$ cat config.mk
export PLATFORM = sky130hd
export DESIGN_NAME = note_source_arbiter
export DESIGN_NICKNAME = d
export VERILOG_FILES = /design/src/rtl/note_source_arbiter.sv
export SDC_FILE = /design/constraint.sdc
export NUM_CORES = 1
export LEC_CHECK = 0
export BUFFER_PORTS_ARGS = -buffer_cell sky130_fd_sc_hd__buf_2
export CAP_MARGIN = 15
export CORE_MARGIN = 3
export CORE_UTILIZATION = 45
export CTS_BUF_LIST = sky130_fd_sc_hd__clkbuf_4 sky130_fd_sc_hd__clkbuf_8 sky130_fd_sc_hd__clkbuf_16
export DETAILED_ROUTE_END_ITERATION = 8
export HOLD_SLACK_MARGIN = 0.12
export PLACE_DENSITY = 0.81
export SKIP_LAST_GASP = 1
export SLEW_MARGIN = 10
export SYNTH_ARGS = -nofsm -noshare
export SYNTH_HDL_FRONTEND = slang
export SYNTH_SLANG_ARGS = --single-unit
$ cat constraint.sdc
create_clock -name iClk -period 1.55 [get_ports iClk]
set_input_delay 0.155 -clock iClk [delete_from_list [all_inputs] [get_ports iClk]]
set_output_delay 0.155 -clock iClk [all_outputs]
set_load 0.005 [all_outputs]
$ cat src/rtl/note_source_arbiter.sv
// Fixed-priority arbiter for the three piano note sources: drives the note selector's
// one-hot address, enforces a minimum grant dwell and a silent gap on every hand-over.
module note_source_arbiter #(
  parameter int MIN_HOLD  = 4,
  parameter int GAP_TICKS = 1
) (
  input  logic       iClk,
  input  logic       iReset_n,
  input  logic       iTick,
  input  logic [2:0] iReq,
  output logic [3:0] oAddress,
  output logic [1:0] oOwner,
  output logic       oPreempt
);

  localparam int HOLD_W = (MIN_HOLD > 0) ? $clog2(MIN_HOLD + 1) : 1;
  localparam int GAP_W  = (GAP_TICKS > 0) ? $clog2(GAP_TICKS + 1) : 1;
  localparam logic [HOLD_W-1:0] HOLD_MAX = HOLD_W'(MIN_HOLD);
  localparam logic [GAP_W-1:0]  GAP_MAX  = GAP_W'(GAP_TICKS);

  typedef enum logic [1:0] {
    IDLE  = 2'd0,
    GRANT = 2'd1,
    GAP   = 2'd2
  } state_t;

  state_t            state_r;
  logic [HOLD_W-1:0] holdCnt_r;
  logic [GAP_W-1:0]  gapCnt_r;
  logic              ownerReq_s;
  logic              higherReq_s;
  logic [1:0]        nextOwner_s;

  function automatic logic [1:0] pickOwner(input logic [2:0] req);
    if (req[0]) begin
      return 2'd1;
    end else if (req[1]) begin
      return 2'd2;
    end else if (req[2]) begin
      return 2'd3;
    end else begin
      return 2'd0;
    end
  endfunction

  function automatic logic [3:0] ownerToAddr(input logic [1:0] owner);
    case (owner)
      2'd1:    return 4'd1;
      2'd2:    return 4'd2;
      2'd3:    return 4'd4;
      default: return 4'd0;
    endcase
  endfunction

  // Decode the current owner's own request and any strictly higher-priority request.
  always_comb begin
    ownerReq_s  = 1'b0;
    higherReq_s = 1'b0;
    nextOwner_s = pickOwner(iReq);
    case (oOwner)
      2'd1: begin
        ownerReq_s  = iReq[0];
        higherReq_s = 1'b0;
      end
      2'd2: begin
        ownerReq_s  = iReq[1];
        higherReq_s = iReq[0];
      end
      2'd3: begin
        ownerReq_s  = iReq[2];
        higherReq_s = |iReq[1:0];
      end
      default: begin
        ownerReq_s  = 1'b0;
        higherReq_s = 1'b0;
      end
    endcase
  end

  // Arbitration FSM; address and owner are only ever written as a pair.
  always_ff @(posedge iClk or negedge iReset_n) begin
    if (!iReset_n) begin
      state_r   <= IDLE;
      holdCnt_r <= '0;
      gapCnt_r  <= '0;
      oAddress  <= 4'd0;
      oOwner    <= 2'd0;
      oPreempt  <= 1'b0;
    end else begin
      oPreempt <= 1'b0;
      case (state_r)
        IDLE: begin
          if (|iReq) begin
            state_r   <= GRANT;
            holdCnt_r <= '0;
            oOwner    <= nextOwner_s;
            oAddress  <= ownerToAddr(nextOwner_s);
          end else begin
            state_r <= IDLE;
          end
        end
        GRANT: begin
          // Release takes precedence over preemption, so a coincident release never pulses oPreempt.
          if (!ownerReq_s) begin
            state_r  <= GAP;
            gapCnt_r <= '0;
            oOwner   <= 2'd0;
            oAddress <= 4'd0;
          end else if ((holdCnt_r == HOLD_MAX) && higherReq_s) begin
            state_r  <= GAP;
            gapCnt_r <= '0;
            oOwner   <= 2'd0;
            oAddress <= 4'd0;
            oPreempt <= 1'b1;
          end else if (iTick && (holdCnt_r != HOLD_MAX)) begin
            holdCnt_r <= holdCnt_r + HOLD_W'(1);
          end else begin
            holdCnt_r <= holdCnt_r;
          end
        end
        GAP: begin
          if (gapCnt_r == GAP_MAX) begin
            if (|iReq) begin
              state_r   <= GRANT;
              holdCnt_r <= '0;
              oOwner    <= nextOwner_s;
              oAddress  <= ownerToAddr(nextOwner_s);
            end else begin
              state_r <= IDLE;
            end
          end else if (iTick) begin
            gapCnt_r <= gapCnt_r + GAP_W'(1);
          end else begin
            gapCnt_r <= gapCnt_r;
          end
        end
        default: begin
          state_r   <= IDLE;
          holdCnt_r <= '0;
          gapCnt_r  <= '0;
          oAddress  <= 4'd0;
          oOwner    <= 2'd0;
        end
      endcase
    end
  end

endmodule

==> parameters.txt <==
Parameter                              Value

Place
  PortBufs ... 11
  Placed Cells incl. Taps ... 98
  Final Wtd Congestion ... 0.8583
  Pre-CTS setup slack ... -50.94 ps
  Half-perimeter wire length after detailed placement ... 1211 um
  Placed inst area ... 787.0 um^2

Power and ir drop
  Switching power ... 0.0005758 W
  Switching share of total power ... 39.70%
  Total chip power ... 0.001450 W
  Clk network pwr share ... 12.7%
  Worst vdd rail ir drop ... 0.9280 mV
  Total power divided by cell area ... 1692 nW/um^2
  Sequential share of power ... 35.0%
  Internal power ... 0.0008746 W
  Share of total power in combinational logic ... 52.3%
  Static power due to leakage ... 0.4095 nW

Min path
  Worst hold path cell count ... 2
  Beginning of the worst hold path ... iReq[1]
  Type of the tightest min-delay check ... primary input to register
  Hold Path End ... oAddress[1]$_DFFE_PN0P_

Final layout
  Commonest non-fill, non-tap cells in the layout ... 12 x sky130_fd_sc_hd__dfrtp_1, 11 x sky130_fd_sc_hd__buf_2, 7 x sky130_fd_sc_hd__buf_4
  Relative area change from synthesis to final layout ... 28.76%
  Filler-free cell count of the finished design ... 102
  Most frequent standard cell in the layout excluding fill and tap cells ... sky130_fd_sc_hd__dfrtp_1
  Utilization after layout ... 63.48%
  Proportion of layout cells with a drive suffix above 1 ... 37.93%
  Cell area after layout ... 857.1 um^2
  Count of antenna diodes in the layout ... 0
  Nets ... 97

Global routing
  Vias in the first global route ... 640
  First-pass GRT wire length ... 2760 um
  Grt total ovfl ... 0
  Number of antenna violations at the first check in global routing ... 0
  Tot GR Track Use ... 19.08%
  Largest net degree at the start of global routing ... 13

Yosys
  Flop and latch count out of synthesis ... 12
  Synthesized area divided by synthesized cell count ... 10.09 um^2
  Cell accounting for the most synthesized area ... sky130_fd_sc_hd__dfrtp_1
  Yosys Warn Count ... 0
  Top post-synthesis cells by area ... sky130_fd_sc_hd__dfrtp_1 45%, sky130_fd_sc_hd__a22o_1 3.9%, sky130_fd_sc_hd__ha_1 3.8%
  Share of the synthesized area in the top cell type ... 45.11%
  Net Count, Synth ... 74
  Count of distinct cell types in the synthesized netlist ... 33
  Part of the Yosys area used for sequential elements ... 45.11%
  Post-synth design cell area ... 665.6 um^2
  Post-Syn Instances ... 66

Route
  Detailed Route Iter0 Violations ... 10
  Average detailed-routed wire length per instance ... 15.90 um
  First-pass iteration count of the detailed router ... 4
  Remaining antenna violation count ... 0
  Total Wirelength ... 1622 um
  Total number of vias ... 607
  Vias per Instance ... 5.951
  Number of remaining DRC errors ... 0

Clocking
  Latest clock arrival within the worst-skew pair ... 260 ps
  H-tree depth ... 1
  CTS tree ... yes
  Clock edge transition at the registers on the reported setup and hold paths ... 70 ps
  Master cell of the clock root buffer ... sky130_fd_sc_hd__clkbuf_4
  Number of clock sinks ... 12
  Setup bufs post-CTS ... 0
  Cts bufs inserted ... 3
  Maximum root-to-sink buffer count ... 2

Critical path
  Endpoint type of the worst setup path ... register
  Signal arrival time at the worst endpoint ... 1720 ps
  Critical register-to-register path startpoint ... state_r[0]$_DFFE_PN0P_
  Worst reg2reg path depth ... 4
  Critical path type ... register to register
  Largest fanout on the critical path ... 5
  Crit path launch type ... register
  Data required, critical path ... 1700 ps
  Setup slack, reg-to-reg ... -20 ps
  Capture instance of the worst register-to-register path ... holdCnt_r[2]$_DFFE_PN0P_

STA
  Setup-violating endpoint count in the final report ... 1
  Crit path time final ... 1572 ps
  Achievable clock frequency ... 636.1 MHz
  Final Worst Setup Slack ... -22.07 ps
  Final setup skew ... 1.372 ps
  Final worst-path cycle share ... 101.4%
  Slew Limit Fails ... 0
  Hold violation total from the final report ... 0
  Setup repair after global routing missed its margin ... true

Floorplanning
  Vertical extent of the die ... 44.46 um
  Initial standard-cell utilization of the core ... 49.30%
  IO Pins ... 13
  Die width ... 44.46 um
  Full die area ... 1977 um^2
  Row count ... 13
  Core area ... 1350 um^2

Status
  Failing checks ... setup timing
  Outcome ... finished with violations

Flow run
  Max Cap Violations ... 0
==> per-layer routing <==
| layer | wire length [um] | track usage [%] | up-vias |
|---|---|---|---|
| met1 | 687 | 23.35 | 296 |
| met4 | 16 | 9.639 | 0 |
| met5 | 0 | 0 | - |
| met2 | 836 | 32.09 | 21 |
| met3 | 82 | 2.846 | 2 |
| li1 | - | - | 288 |
==> cells in the mapped netlist (all sizes together) <==
library cell	count
mux2	1
a22o	3
nand2	5
o21bai	1
a21boi	1
mux2i	2
a21oi	4
nor2	3
o21ai	1
dfrtp	12
o221ai	1
buf	1
nand3	2
o31a	1
a32o	1
a31o	1
o2bb2ai	1
or2	2
nand3b	1
nor3	1
o32ai	1
o22ai	1
ha	2
o41ai	1
nand2b	3
o211ai	1
or4	2
inv	5
a31oi	1
nor2b	1
nor4	1
conb	1
a211o	1
==> state kept, by name (all words and copies together), names as in the netlist <==
| signal | flops |
|---|---|
| gapCnt_r | 1 |
| oOwner | 2 |
| oPreempt | 1 |
| oAddress | 3 |
| holdCnt_r | 3 |
| state_r | 2 |
==> final cells by class <==
cell class / count / area, um^2
multi-input cells: 48 / 379.1
clock buffers: 3 / 22.52
well taps: 15 / 18.77
flip-flops and latches: 12 / 300.3
inverters: 5 / 18.77
repair buffers: 19 / 117.6
fillers: 117 / 493.0
==> cells by family after synthesis <==
family	after synthesis	synth area share (%)
AOI/OAI and AO/OA	21	24.63
muxes	3	5.263
other	1	0.5634
buffers and inverters	6	3.948
adders and majority gates	2	3.759
DFF	12	45.11
and+or+nand+nor	21	16.73
==> timing repair <==
| item | 4_1_cts | 5_1_grt |
|---|---|---|
| pin swaps | 1 | 0 |
| hold buffers | 1 | 0 |
| endpoints found under the hold margin | 12 | 0 |
| gates resized for setup | 6 | 3 |
| setup endpoints to repair | 8 | 9 |
==> power by group through the flow <==
| stage | logic (W) | registers, W | clock network (W) |
|---|---|---|---|
| 6_report | 0.000759 | 0.000507 | 0.000184 |
| 5_1_grt | 0.000842 | 0.000518 | 0.000205 |
| 4_1_cts | 0.000733 | 0.000504 | 0.000193 |
| 3_5_place_dp | 0.000675 | 0.000507 | 0 |
| 3_3_place_gp | 0.000655 | 0.000499 | 0 |
| 2_1_floorplan | 0.000391 | 0.000513 | 0 |
==> critical path, cell delays in order, from the launching register on <==
cell and delay, ps:
sky130_fd_sc_hd__dfrtp_1 390, sky130_fd_sc_hd__or4_4 540, sky130_fd_sc_hd__o221ai_2 120, sky130_fd_sc_hd__nor4_1 120, sky130_fd_sc_hd__a211o_1 280
==> worst max path at each step <==
stage	startpoint	endpoint	slack, ps	depth (start not counted)
after detailed placement	holdCnt_r[0]$_DFFE_PN0P_	holdCnt_r[1]$_DFFE_PN0P_	-50	6
final	state_r[0]$_DFFE_PN0P_	holdCnt_r[2]$_DFFE_PN0P_	-20	4
after CTS	oOwner[1]$_DFFE_PN0P_	holdCnt_r[1]$_DFFE_PN0P_	1	4
after global placement	holdCnt_r[0]$_DFFE_PN0P_	holdCnt_r[1]$_DFFE_PN0P_	20	6
after floorplan	state_r[0]$_DFFE_PN0P_	holdCnt_r[2]$_DFFE_PN0P_	1	4
after global routing	oOwner[1]$_DFFE_PN0P_	gapCnt_r$_DFFE_PN0P_	-110	4
==> metrics by stage <==
stage	hold slack (ps)	setup TNS [ps]
finish	199.3	-22.07
global route	220.5	-560.0
CTS	187.1	0
detailed placement	50.86	-132.5
global placement	46.56	0
floorplan	-140.6	0
Note: power is estimated with default switching activity, not from simulation.
